## src/rtl/axil_cmd_master_if.sv

```systemverilog
// AXI4-Lite bus bundle shared by the command master and whatever slave it
// talks to. Carries the five AXI-lite channels:
//   AW : awaddr, awprot, awvalid / awready
//   W  : wdata, wstrb, wvalid / wready
//   B  : bresp, bvalid / bready
//   AR : araddr, arprot, arvalid / arready
//   R  : rdata, rresp, rvalid / rready
// The master modport drives addresses, data, valids and the response readies.
// The slave modport drives the mirror image.
interface axi_lite #(
  parameter int ADDR_WIDTH = 32,
  parameter int DATA_WIDTH = 32
);
  logic [ADDR_WIDTH-1:0]   awaddr;
  logic [2:0]              awprot;
  logic                    awvalid;
  logic                    awready;
  logic [DATA_WIDTH-1:0]   wdata;
  logic [DATA_WIDTH/8-1:0] wstrb;
  logic                    wvalid;
  logic                    wready;
  logic [1:0]              bresp;
  logic                    bvalid;
  logic                    bready;
  logic [ADDR_WIDTH-1:0]   araddr;
  logic [2:0]              arprot;
  logic                    arvalid;
  logic                    arready;
  logic [DATA_WIDTH-1:0]   rdata;
  logic [1:0]              rresp;
  logic                    rvalid;
  logic                    rready;

  modport master (
    output awaddr, awprot, awvalid, wdata, wstrb, wvalid, bready,
           araddr, arprot, arvalid, rready,
    input  awready, wready, bresp, bvalid, arready, rdata, rresp, rvalid
  );

  modport slave (
    input  awaddr, awprot, awvalid, wdata, wstrb, wvalid, bready,
           araddr, arprot, arvalid, rready,
    output awready, wready, bresp, bvalid, arready, rdata, rresp, rvalid
  );
endinterface

```

## src/rtl/axil_cmd_master.sv

```systemverilog
// Turns a simple valid/ready command stream into single AXI4-Lite reads and
// writes, one transaction outstanding at a time, and returns the result on a
// valid/ready response stream. Any wait state that lasts TIMEOUT cycles is
// abandoned and reported as SLVERR with resp_timeout set.
//
// Ports:
//   clock, reset              rising-edge clock, synchronous active-high reset
//   cmd_valid / cmd_ready     command handshake (ready only while idle)
//   cmd_write                 1 = write, 0 = read
//   cmd_address, cmd_data     byte address and write data
//   resp_valid / resp_ready   response handshake
//   resp_data                 read data (0 for writes and timeouts)
//   resp_code                 BRESP/RRESP, 2'b10 on timeout
//   resp_timeout              transaction aborted by the wait-cycle limit
//   axil                      AXI4-Lite master port
module axil_cmd_master #(
  parameter int ADDR_WIDTH = 32,
  parameter int DATA_WIDTH = 32,
  parameter int TIMEOUT    = 1023
) (
  input  logic                  clock,
  input  logic                  reset,
  input  logic                  cmd_valid,
  output logic                  cmd_ready,
  input  logic                  cmd_write,
  input  logic [ADDR_WIDTH-1:0] cmd_address,
  input  logic [DATA_WIDTH-1:0] cmd_data,
  output logic                  resp_valid,
  input  logic                  resp_ready,
  output logic [DATA_WIDTH-1:0] resp_data,
  output logic [1:0]            resp_code,
  output logic                  resp_timeout,
  axi_lite.master               axil
);

  localparam int CountWidth = $clog2(TIMEOUT + 1);

  typedef enum logic [2:0] {
    IDLE,
    WRITE,
    WRITE_RESP,
    READ,
    READ_RESP,
    RESPOND
  } state_t;

  state_t                  state_q, state_d;
  logic [ADDR_WIDTH-1:0]   cmdAddr_q, cmdAddr_d;
  logic [DATA_WIDTH-1:0]   cmdData_q, cmdData_d;
  logic                    awDone_q, awDone_d;
  logic                    wDone_q, wDone_d;
  logic [CountWidth-1:0]   waitCount_q, waitCount_d;
  logic [DATA_WIDTH-1:0]   respData_q, respData_d;
  logic [1:0]              respCode_q, respCode_d;
  logic                    respTimeout_q, respTimeout_d;

  logic awValid;
  logic wValid;
  logic inWait;
  logic waitExpired;
  logic abort;

  // AW and W are tracked independently so each valid falls right after its
  // own handshake while the other may still be waiting.
  assign awValid = (state_q == WRITE) && !awDone_q;
  assign wValid  = (state_q == WRITE) && !wDone_q;
  assign inWait  = (state_q == WRITE) || (state_q == WRITE_RESP) ||
                   (state_q == READ)  || (state_q == READ_RESP);

  // The counter reads 0 in the first cycle of a wait state, so this fires in
  // the TIMEOUT-th waiting cycle, when the count is about to reach TIMEOUT.
  assign waitExpired = (waitCount_q == CountWidth'(TIMEOUT - 1));

  assign cmd_ready    = (state_q == IDLE);
  assign resp_valid   = (state_q == RESPOND);
  assign resp_data    = respData_q;
  assign resp_code    = respCode_q;
  assign resp_timeout = respTimeout_q;

  assign axil.awaddr  = cmdAddr_q;
  assign axil.awprot  = 3'b000;
  assign axil.awvalid = awValid;
  assign axil.wdata   = cmdData_q;
  assign axil.wstrb   = '1;
  assign axil.wvalid  = wValid;
  assign axil.bready  = (state_q == WRITE_RESP);
  assign axil.araddr  = cmdAddr_q;
  assign axil.arprot  = 3'b000;
  assign axil.arvalid = (state_q == READ);
  assign axil.rready  = (state_q == READ_RESP);

  // Next-state logic. A completed handshake takes priority over an expiring
  // wait counter in the same cycle, so a late but valid answer is kept.
  always_comb begin
    state_d       = state_q;
    cmdAddr_d     = cmdAddr_q;
    cmdData_d     = cmdData_q;
    awDone_d      = awDone_q;
    wDone_d       = wDone_q;
    waitCount_d   = waitCount_q;
    respData_d    = respData_q;
    respCode_d    = respCode_q;
    respTimeout_d = respTimeout_q;
    abort         = 1'b0;

    case (state_q)
      IDLE: begin
        if (cmd_valid) begin
          cmdAddr_d     = cmd_address;
          cmdData_d     = cmd_data;
          awDone_d      = 1'b0;
          wDone_d       = 1'b0;
          respTimeout_d = 1'b0;
          state_d       = cmd_write ? WRITE : READ;
        end
      end
      WRITE: begin
        awDone_d = awDone_q | (awValid & axil.awready);
        wDone_d  = wDone_q  | (wValid  & axil.wready);
        if (awDone_d && wDone_d) begin
          state_d = WRITE_RESP;
        end else if (waitExpired) begin
          abort = 1'b1;
        end
      end
      WRITE_RESP: begin
        if (axil.bvalid) begin
          respCode_d = axil.bresp;
          respData_d = '0;
          state_d    = RESPOND;
        end else if (waitExpired) begin
          abort = 1'b1;
        end
      end
      READ: begin
        if (axil.arready) begin
          state_d = READ_RESP;
        end else if (waitExpired) begin
          abort = 1'b1;
        end
      end
      READ_RESP: begin
        if (axil.rvalid) begin
          respCode_d = axil.rresp;
          respData_d = axil.rdata;
          state_d    = RESPOND;
        end else if (waitExpired) begin
          abort = 1'b1;
        end
      end
      RESPOND: begin
        if (resp_ready) begin
          state_d = IDLE;
        end
      end
      default: state_d = IDLE;
    endcase

    if (abort) begin
      state_d       = RESPOND;
      respCode_d    = 2'b10;
      respTimeout_d = 1'b1;
      respData_d    = '0;
    end

    // Every state change restarts the count; only wait states advance it.
    if (state_d != state_q) begin
      waitCount_d = '0;
    end else if (inWait) begin
      waitCount_d = waitCount_q + 1'b1;
    end
  end

  // State register. Reset wins over anything the bus does in the same cycle
  // and drops an in-flight transaction without producing a response.
  always_ff @(posedge clock) begin
    if (reset) begin
      state_q       <= IDLE;
      cmdAddr_q     <= '0;
      cmdData_q     <= '0;
      awDone_q      <= 1'b0;
      wDone_q       <= 1'b0;
      waitCount_q   <= '0;
      respData_q    <= '0;
      respCode_q    <= 2'b00;
      respTimeout_q <= 1'b0;
    end else begin
      state_q       <= state_d;
      cmdAddr_q     <= cmdAddr_d;
      cmdData_q     <= cmdData_d;
      awDone_q      <= awDone_d;
      wDone_q       <= wDone_d;
      waitCount_q   <= waitCount_d;
      respData_q    <= respData_d;
      respCode_q    <= respCode_d;
      respTimeout_q <= respTimeout_d;
    end
  end

endmodule

```

## src/flat_wrapper.sv

```systemverilog
// flat-port wrapper written by rule: the top's interface ports become plain ports
module axil_cmd_master_flat 
#(
  parameter int ADDR_WIDTH = 32,
  parameter int DATA_WIDTH = 32,
  parameter int TIMEOUT    = 1023
)
  (clock, reset, cmd_valid, cmd_ready, cmd_write, cmd_address, cmd_data, resp_valid, resp_ready, resp_data, resp_code, resp_timeout, axil_awaddr, axil_awprot, axil_awvalid, axil_wdata, axil_wstrb, axil_wvalid, axil_bready, axil_araddr, axil_arprot, axil_arvalid, axil_rready, axil_awready, axil_wready, axil_bresp, axil_bvalid, axil_arready, axil_rdata, axil_rresp, axil_rvalid);
  axi_lite #(.ADDR_WIDTH(ADDR_WIDTH), .DATA_WIDTH(DATA_WIDTH)) axil_i ();
  input  logic clock;
  input  logic reset;
  input  logic cmd_valid;
  output logic cmd_ready;
  input  logic cmd_write;
  input  logic [ADDR_WIDTH-1:0] cmd_address;
  input  logic [DATA_WIDTH-1:0] cmd_data;
  output logic resp_valid;
  input  logic resp_ready;
  output logic [DATA_WIDTH-1:0] resp_data;
  output logic [1:0] resp_code;
  output logic resp_timeout;
  output wire logic [$bits(axil_i.awaddr)-1:0] axil_awaddr;
  output wire logic [$bits(axil_i.awprot)-1:0] axil_awprot;
  output wire logic [$bits(axil_i.awvalid)-1:0] axil_awvalid;
  output wire logic [$bits(axil_i.wdata)-1:0] axil_wdata;
  output wire logic [$bits(axil_i.wstrb)-1:0] axil_wstrb;
  output wire logic [$bits(axil_i.wvalid)-1:0] axil_wvalid;
  output wire logic [$bits(axil_i.bready)-1:0] axil_bready;
  output wire logic [$bits(axil_i.araddr)-1:0] axil_araddr;
  output wire logic [$bits(axil_i.arprot)-1:0] axil_arprot;
  output wire logic [$bits(axil_i.arvalid)-1:0] axil_arvalid;
  output wire logic [$bits(axil_i.rready)-1:0] axil_rready;
  input wire logic [$bits(axil_i.awready)-1:0] axil_awready;
  input wire logic [$bits(axil_i.wready)-1:0] axil_wready;
  input wire logic [$bits(axil_i.bresp)-1:0] axil_bresp;
  input wire logic [$bits(axil_i.bvalid)-1:0] axil_bvalid;
  input wire logic [$bits(axil_i.arready)-1:0] axil_arready;
  input wire logic [$bits(axil_i.rdata)-1:0] axil_rdata;
  input wire logic [$bits(axil_i.rresp)-1:0] axil_rresp;
  input wire logic [$bits(axil_i.rvalid)-1:0] axil_rvalid;
  assign axil_awaddr = axil_i.awaddr;
  assign axil_awprot = axil_i.awprot;
  assign axil_awvalid = axil_i.awvalid;
  assign axil_wdata = axil_i.wdata;
  assign axil_wstrb = axil_i.wstrb;
  assign axil_wvalid = axil_i.wvalid;
  assign axil_bready = axil_i.bready;
  assign axil_araddr = axil_i.araddr;
  assign axil_arprot = axil_i.arprot;
  assign axil_arvalid = axil_i.arvalid;
  assign axil_rready = axil_i.rready;
  assign axil_i.awready = axil_awready;
  assign axil_i.wready = axil_wready;
  assign axil_i.bresp = axil_bresp;
  assign axil_i.bvalid = axil_bvalid;
  assign axil_i.arready = axil_arready;
  assign axil_i.rdata = axil_rdata;
  assign axil_i.rresp = axil_rresp;
  assign axil_i.rvalid = axil_rvalid;
  axil_cmd_master #(.ADDR_WIDTH(ADDR_WIDTH), .DATA_WIDTH(DATA_WIDTH), .TIMEOUT(TIMEOUT)) u_core (.clock(clock), .reset(reset), .cmd_valid(cmd_valid), .cmd_ready(cmd_ready), .cmd_write(cmd_write), .cmd_address(cmd_address), .cmd_data(cmd_data), .resp_valid(resp_valid), .resp_ready(resp_ready), .resp_data(resp_data), .resp_code(resp_code), .resp_timeout(resp_timeout), .axil(axil_i));
endmodule
```

## config.mk

```make
export PLATFORM = sky130hd
export DESIGN_NAME = axil_cmd_master_flat
export DESIGN_NICKNAME = d
export VERILOG_FILES = /design/src/rtl/axil_cmd_master_if.sv /design/src/rtl/axil_cmd_master.sv /design/src/flat_wrapper.sv
export SDC_FILE = /design/constraint.sdc
export NUM_CORES = 1
export LEC_CHECK = 0
export CAP_MARGIN = 30
export CORE_ASPECT_RATIO = 0.8
export CORE_MARGIN = 2
export CORE_UTILIZATION = 40
export CTS_BUF_LIST = sky130_fd_sc_hd__clkbuf_2
export DETAILED_ROUTE_END_ITERATION = 8
export PLACE_DENSITY = 0.82
export SLEW_MARGIN = 40
export SYNTH_ARGS = -nofsm -noshare
export SYNTH_HDL_FRONTEND = slang
export SYNTH_SLANG_ARGS = --single-unit
```

## constraint.sdc

```tcl
create_clock -name clock -period 2.4 [get_ports clock]
set_input_delay 0.36 -clock clock [delete_from_list [all_inputs] [get_ports clock]]
set_output_delay 0.36 -clock clock [all_outputs]
set_load 0.02 [all_outputs]
```

# Word level (Yosys, flattened, before mapping)
# Cells that the tools add are included.
classes:
  muxes: 27
  bitwise: 4
  add_sub_neg: 1
  reduce_logical: 21
  eq_ne: 12
ops:
  columns: ["op", "n"]
  rows:
  - ["$mux W32", 2]
  - ["$pmux W32 S2", 1]
  - ["$mux W3", 7]
  - ["$pmux W3 S6", 1]
  - ["$add A10 B1 Y10 const B", 1]
  - ["$eq A10 B10 Y1 const B", 1]
  - ["$mux W1", 8]
  - ["$mux W2", 4]
  - ["$reduce_bool A2 Y1", 4]
  - ["$eq A3 B2 Y1 const B", 2]
  - ["$eq A3 B3 Y1 const B", 2]
  - ["$ne A3 B1 Y1 const B", 2]
  - ["$reduce_and A2 Y1", 3]
  - ["$reduce_and A3 Y1", 2]
  - ["$ne A2 B1 Y1 const B", 2]
  - ["$pmux W1 S2", 2]
  - ["$pmux W1 S4", 1]
  - ["$pmux W2 S2", 1]
  - ["$reduce_or A2 Y1", 2]
  - ["$eq A3 B1 Y1 const B", 1]
  - ["$logic_and A1 B1 Y1", 3]
  - ["$logic_not A3 Y1", 1]
  - ["$logic_or A1 B1 Y1", 3]
  - ["$ne A3 B3 Y1", 1]
  - ["5 further kinds", 8]
totals:
  output_inout_bits: 148
  register_bits: 114
  elab_cells: 75

# Depth between registers and ports, before layout
# Gate-level depths: netlist of run 1.
logic_depth:
  ltp_word: 10
  mapped_depth: 9
  depth_no_buf: 7

# Least setup slack after synthesis of run 1
# OpenSTA, ideal clock, no wires.
synth_path:
  path_type: "register -> register"
  from: "register u_core.waitCount_q[0]"
  to: "register u_core.state_q[1]"
  stages_incl_launch_ff: 10
  path_slack_ns: 0.610
  required_ns: 2.283
  arrival_ns: 1.672
  n_path_buf: 2
  path_cell_list: "dfxtp_1 > inv_1 > ha_1 > nand2_1 > or3_4 > a211o_2 > nand2b_1 > buf_2 > buf_2 > nor2_1"
synth_via:
  elab_chain_cells: 5
synth_lines:
  columns: ["element", "line_no", "rtl"]
  rows:
  - ["start, declared", "axil_cmd_master.sv:52", "logic [CountWidth-1:0] waitCount_q, waitCount_d;"]
  - ["start signal, assigned", "axil_cmd_master.sv:193", "waitCount_q <= waitCount_d;"]
  - ["$eq A10 B10 Y1 (*)", "axil_cmd_master.sv:72", "assign waitExpired = (waitCount_q == CountWidth'(TIMEOUT - 1));"]
  - ["$mux W1 (*)", null, null]
  - ["$mux W1, on equally long branches", null, null]
  - ["$pmux W1 S4 (*)", "axil_cmd_master.sv:106", "case (state_q)"]
  - ["$mux W3 (*)", "axil_cmd_master.sv:159", "if (abort) begin"]
  - ["end signal, assigned", "axil_cmd_master.sv:188", "state_q <= state_d;"]
  - ["end, declared", "axil_cmd_master.sv:47", "state_t state_q, state_d;"]
# Mark *: on every way between the ends. The rest lies on a longest branch, timed or not.
# A chain may end at the register's enable or synchronous reset.

# Worst setup path in the final report of run 1
layout_path:
  from: "register u_core.state_q[2]"
  to: "output cmd_ready"
layout_via:
  elab_chain_cells: 1
layout_lines:
  columns: ["element", "line_no", "rtl"]
  rows:
  - ["$logic_not A3 Y1", "axil_cmd_master.sv:74", "assign cmd_ready = (state_q == IDLE);"]
  - ["end, declared", "flat_wrapper.sv:13", "output logic cmd_ready;"]
# No other way between the ends.

==> results of run 1 <==
==> synthesized netlist by cell type (2+ instances only) <==
library cell,n,area share
nand3_1,33,0.034
a21oi_1,105,0.11
nand2b_1,3,0.0039
xnor2_1,7,0.013
clkbuf_1,26,0.020
nand2_1,174,0.14
xor2_1,2,0.0036
nor3_2,10,0.021
ha_1,2,0.0052
a211oi_1,3,0.0047
o22ai_1,3,0.0039
or3_4,2,0.0047
buf_6,4,0.0094
conb_1,2,0.0016
dfxtp_1,114,0.47
inv_1,3,0.0023
mux2i_1,5,0.010
buf_4,42,0.066
nor2_1,12,0.0094
nor3b_1,2,0.0031
buf_2,11,0.011
nor3_1,6,0.0062
and2_1,2,0.0026
nand3b_1,2,0.0031
==> final timing paths <==
| kind | slack [ns] | endpoint | depth (start not counted) | start |
|---|---|---|---|---|
| worst min register to register | 0.46 | u_core.resp_data[20] | 2 | u_core.resp_data[20] |
| worst max register to register | 0.36 | u_core.waitCount_q[9] | 7 | u_core.state_q[2] |
| worst min-delay path | 0.25 | u_core.axil.wdata[13] | 3 | cmd_data[13] |
| worst max-delay path | 0.12 | cmd_ready | 4 | u_core.state_q[2] |
==> cell families after synthesis <==
group,share of synthesized area
compound gates,0.139
mux,0.0104
fa+ha+maj,0.00520
xor+xnor,0.0164
other cells,0.00156
flops,0.475
buf+inv,0.111
simple gates,0.242
==> critical path: cells and delay by family (launching register included) <==
family,cells,cell delay [ns]
flip-flops,1,0.41
AND/OR/NAND/NOR,1,0.36
buffers and inverters,3,0.52
==> sequential cells by signal (all words and copies together), names as in the netlist <==
signal / flops
u_core.axil.wdata: 32
u_core.axil.araddr: 32
u_core.wDone_q: 1
u_core.state_q: 3
u_core.resp_code: 2
u_core.awDone_q: 1
u_core.waitCount_q: 10
u_core.resp_timeout: 1
u_core.resp_data: 32
==> repair_timing <==
item,in CTS,in global routing
endpoints found under the setup margin,7,3
setup buffers,3,0
gates resized for setup,11,4
==> metrics by stage <==
stage	hold slack (ns)	util	worst slack [ns]	area [sq um]
finish	0.249	0.636	0.118	7390
floorplan	0.457	-	0.610	4840
global route	0.169	0.636	0.00705	7390
global placement	0.438	0.613	0.236	7120
detailed placement	0.443	0.613	0.198	7120
CTS	0.195	0.635	0.0115	7370
==> power by group through the flow <==
stage                     logic (mW)  clock network [mW]  registers (mW)
after floorplan                0.688                   0            2.28
after global placement          1.38                   0            2.17
after detailed placement        1.40                   0            2.17
after CTS                       1.41                1.31            2.13
after global routing            1.50                1.40            2.15
final                           1.40                1.27            2.13
==> layer usage <==
layer | vias to the layer above | track usage | wire (um)
met2 | 199 | 0.368 | 7030
met3 | 17 | 0.0806 | 1330
met5 | - | 0 | 0
li1 | 2335 | - | -
met4 | 0 | 0.0642 | 166
met1 | 2183 | 0.231 | 5470
==> cell type report <==
cell class	count	area, sq um
fill	916	4220
clock buffer	18	90.1
timing repair buffer	261	2610
tap	148	185
inverter	4	17.5
clock inverter	13	144
multi-input combinational	404	2050
sequential	114	2290
==> results.toml, run 1 <==
[place]
numPortBuffers = 247
gp_congestion = 0.863
place_inst = 928
place_hpwl_mm = 10.1

[pwr]
irDropWorstVdd_mv = 0.389
pwr-share-seq = 0.444
pwr-share-clk = 0.264
p_int_mw = 3.23
power-per-cell-area_nw_per_um2 = 651
p_switching_mw = 1.58
leakagePower_nw = 2.64
swShare = 0.328
comb_power_share = 0.292
p_total_mw = 4.81

[floorplanning]
chipWidth_um = 127
core_sq_um = 11600
rows = 35
fp.dieArea_sq_um = 12900
initial_core_util = 0.414
die_h_um = 102
ioPinCount = 258

[timing]
finalSetupViolCount = 0
clock.fmax_mhz = 438
hold_viol = 0
min_period_over_period = 0.951
slew_violations = 0
skew_ns = 0.0284
finalCriticalPeriod_ns = 2.28
worst_slew_pin_slew_ns = 0.663
slew_headroom = 0.558
rsz0062_at_grt = "no"
finalSetupTns_ns = 0

[synth]
synth_area_sq_um = 4810
synth_edf_count = 0
async_flop_share = 0
ys_seq_area_frac = 0.475
ys.flop_type = "dfxtp_1"
syn_inst = 598
synth_cell_types = 47
synth_warnings = 0
syn_avg_cell_area_sq_um = 8.04
ys_ff_latch = 114

[layout]
drive_gt1_frac = 0.0885
final_common_cell = "clkdlybuf4s50_1"
antenna_cells = 0
area_growth_syn_to_layout_pct = 53.6
most-common-layout-cells = "clkdlybuf4s50_1 (239), nand2_1 (174), dfxtp_1 (111)"
layout.nets = 914
fin_cells = 962

[critical_path]
start_kind = "flip-flop"
path_cells = "buf_4 > or3_4 > inv_1 > clkdlybuf4s15_1"
crit_type = "flip-flop to output port"
critPathMaxFanout = 6
timing.critical_path.arrival_ns = 1.92
required_ns = 2.04
endpoint_kind = "output port"
cpMaxStageDelayCell = "dfxtp_4"
critPathMaxStageDelay_ns = 0.41

[global_route]
grt_max_degree = 67
grtUsageTotal = 0.207
grt_pass1_vias = 4593
antenna_found_initial = 0
grt_pass1_wl_mm = 21.6
grt-ovfl-total = 0

[route]
drc = 0
vias_per_cell = 4.92
drt_wl_total_mm = 14.0
drt_iter0_drc = 212
drtPass1Iterations = 5
ant_nets = 0
wl_per_cell_um = 14.6
vias = 4734

[cts]
cts_root_buffer = "clkbuf_2"
holdBufCountCts = 0
cts_buffer_depth = 2
cts_buffers = 17
htreeDepth = 4
cts_tree = "yes"
clock_latency_ns = 0.63
clk_pin_slew_ns = 0.18
clkSinkCount = 114

[status]
status = "completed"

[hold_path]
hp-class = "input port to flip-flop"

[job]
maxCapViolations = 0
Note: power is estimated with default switching activity, not from simulation.
==> inputs of run 2 (changes only) <==
- CELL_PAD_IN_SITES_DETAIL_PLACEMENT: not set -> 0
- CELL_PAD_IN_SITES_GLOBAL_PLACEMENT: not set -> 1
- CORE_ASPECT_RATIO: 0.8 -> not set
- CORE_UTILIZATION: 40 -> 28
- PLACE_DENSITY: 0.82 -> not set
- PLACE_DENSITY_LB_ADDON: not set -> 0.1
==> results.toml, run 2 (synthesis results as in run 1) <==
[critical_path]
start_kind = "flip-flop"
worst_r2r_startpoint = "u_core.state_q[0]"
crit_type = "flip-flop to output port"
critPathLaunch = "u_core.state_q[0]"
r2r_cells = 6
required_ns = 2.04
timing.critical_path.arrival_ns = 1.88
critPathMaxFanout = 12
ff2ff_setup_slack_ns = 0.48
endpoint = "cmd_ready"
endpoint_kind = "output port"
rr_endpoint = "u_core.waitCount_q[8]"

[pwr]
leakagePower_nw = 2.57
p_total_mw = 4.50
power-per-cell-area_nw_per_um2 = 611
irDropWorstVdd_mv = 0.259

[layout]
layout.nets = 911
finalInstanceArea_sq_um = 7370
most-common-layout-cells = "clkdlybuf4s50_1 (239), nand2_1 (174), dfxtp_1 (111)"
fin_util = 0.441
fin_cells = 1031
final_common_cell = "clkdlybuf4s50_1"
area_growth_syn_to_layout_pct = 53.3
drive_gt1_frac = 0.0852

[cts]
htreeDepth = 4
clock_latency_ns = 0.66
cts_tree = "yes"
cts_root_buffer = "clkbuf_2"
clkSinkCount = 114
clk_pin_slew_ns = 0.19
cts_buffers = 17
holdBufCountCts = 0
cts_buffer_depth = 2

[floorplanning]
ioPinCount = 258
chipWidth_um = 135
rows = 47
initial_core_util = 0.288
core_sq_um = 16700
fp.dieArea_sq_um = 18200
die_h_um = 135

[timing]
slew_violations = 0
hold_ws_ns = 0.211
finalSetupViolCount = 0
min_period_over_period = 0.934
worst_slew_pin_slew_ns = 0.756
setup_ws_ns = 0.158
skew_ns = 0.0311
slew_headroom = 0.496
finalCriticalPeriod_ns = 2.24
clock.fmax_mhz = 446
hold_viol = 0
rsz0062_at_grt = "no"
finalSetupTns_ns = 0

[hold_path]
hp-class = "input port to flip-flop"

[route]
vias = 4649
ant_nets = 0
drc = 0
vias_per_cell = 4.51
drt_iter0_drc = 212
drt_wl_total_mm = 15.0
drtPass1Iterations = 4
wl_per_cell_um = 14.5

[global_route]
grt_pass1_vias = 4340
grt-ovfl-total = 0
grtUsageTotal = 0.161
grt_max_degree = 71
grt_pass1_wl_mm = 22.9
antenna_found_initial = 1

[place]
place_hpwl_mm = 10.4
gp_congestion = 0.761
pre_cts_ws_ns = 0.139
dpl_cell_area_sq_um = 7200
numPortBuffers = 247
place_inst = 999

[status]
status = "completed"

[job]
maxCapViolations = 0
==> run 2: cell count changes in the layout (fill, tap and decap cells not counted), sizes merged <==
cell          previous run  this run
diode                    0         1
clkbuf                  18        20
clkinvlp                 2         3
buf                     15        11
bufinv                   3         0
clkinv                   8         9
dlymetal6s2s             1         0
==> run 2: critical path, stage by stage (launching register included) <==
cell             delay [ns]
dfxtp_4                0.43
or3_4                  0.43
inv_1                  0.08
clkdlybuf4s15_1        0.30
==> run 2: routing by layer <==
layer  global-route usage  share of wire  vias up
li1                     -              -     2330
met3               0.0604          0.088       16
met2                0.274           0.49      180
met1                0.187           0.41     2123
met5                    0              0        -
met4               0.0550          0.013        0
==> run 2: repair_timing <==
| item | 4_1_cts | 5_1_grt |
|---|---|---|
| setup buffers | 0 | 1 |
| gates resized for setup | 13 | 3 |
| pin swaps | 0 | 0 |
| endpoints found under the setup margin | 7 | 2 |
==> run 2: area by class of cell <==
class / count / area [sq um]
Tap cell: 220 / 275
Inverter: 4 / 17.5
Antenna cell: 1 / 2.50
Multi-Input combinational cell: 404 / 2040
Timing Repair Buffer: 258 / 2580
Clock buffer: 18 / 90.1
Clock inverter: 12 / 71.3
Sequential cell: 114 / 2290
Fill cell: 1648 / 9330
==> run 2: where the power goes <==
part / total (mW) / internal, mW / switching (mW)
combinational: 1.39 / 0.635 / 0.758
clock: 0.972 / 0.244 / 0.728
sequential: 2.14 / 2.03 / 0.109
total: 4.50 / 2.91 / 1.59
==> run 2: worst min-delay path by stage <==
| stage | start | endpoint | slack, ns | depth (start not counted) |
|---|---|---|---|---|
| 5_1_grt | cmd_address[17] | u_core.axil.araddr[17] | 0.11 | 3 |
| 3_3_place_gp | u_core.resp_data[20] | u_core.resp_data[20] | 0.44 | 2 |
| 3_5_place_dp | u_core.resp_data[4] | u_core.resp_data[4] | 0.44 | 2 |
| 4_1_cts | cmd_address[17] | u_core.axil.araddr[17] | 0.10 | 3 |
| 2_1_floorplan | axil_bvalid | u_core.resp_data[28] | 0.46 | 1 |
| 6_report | cmd_address[0] | u_core.axil.araddr[0] | 0.21 | 3 |
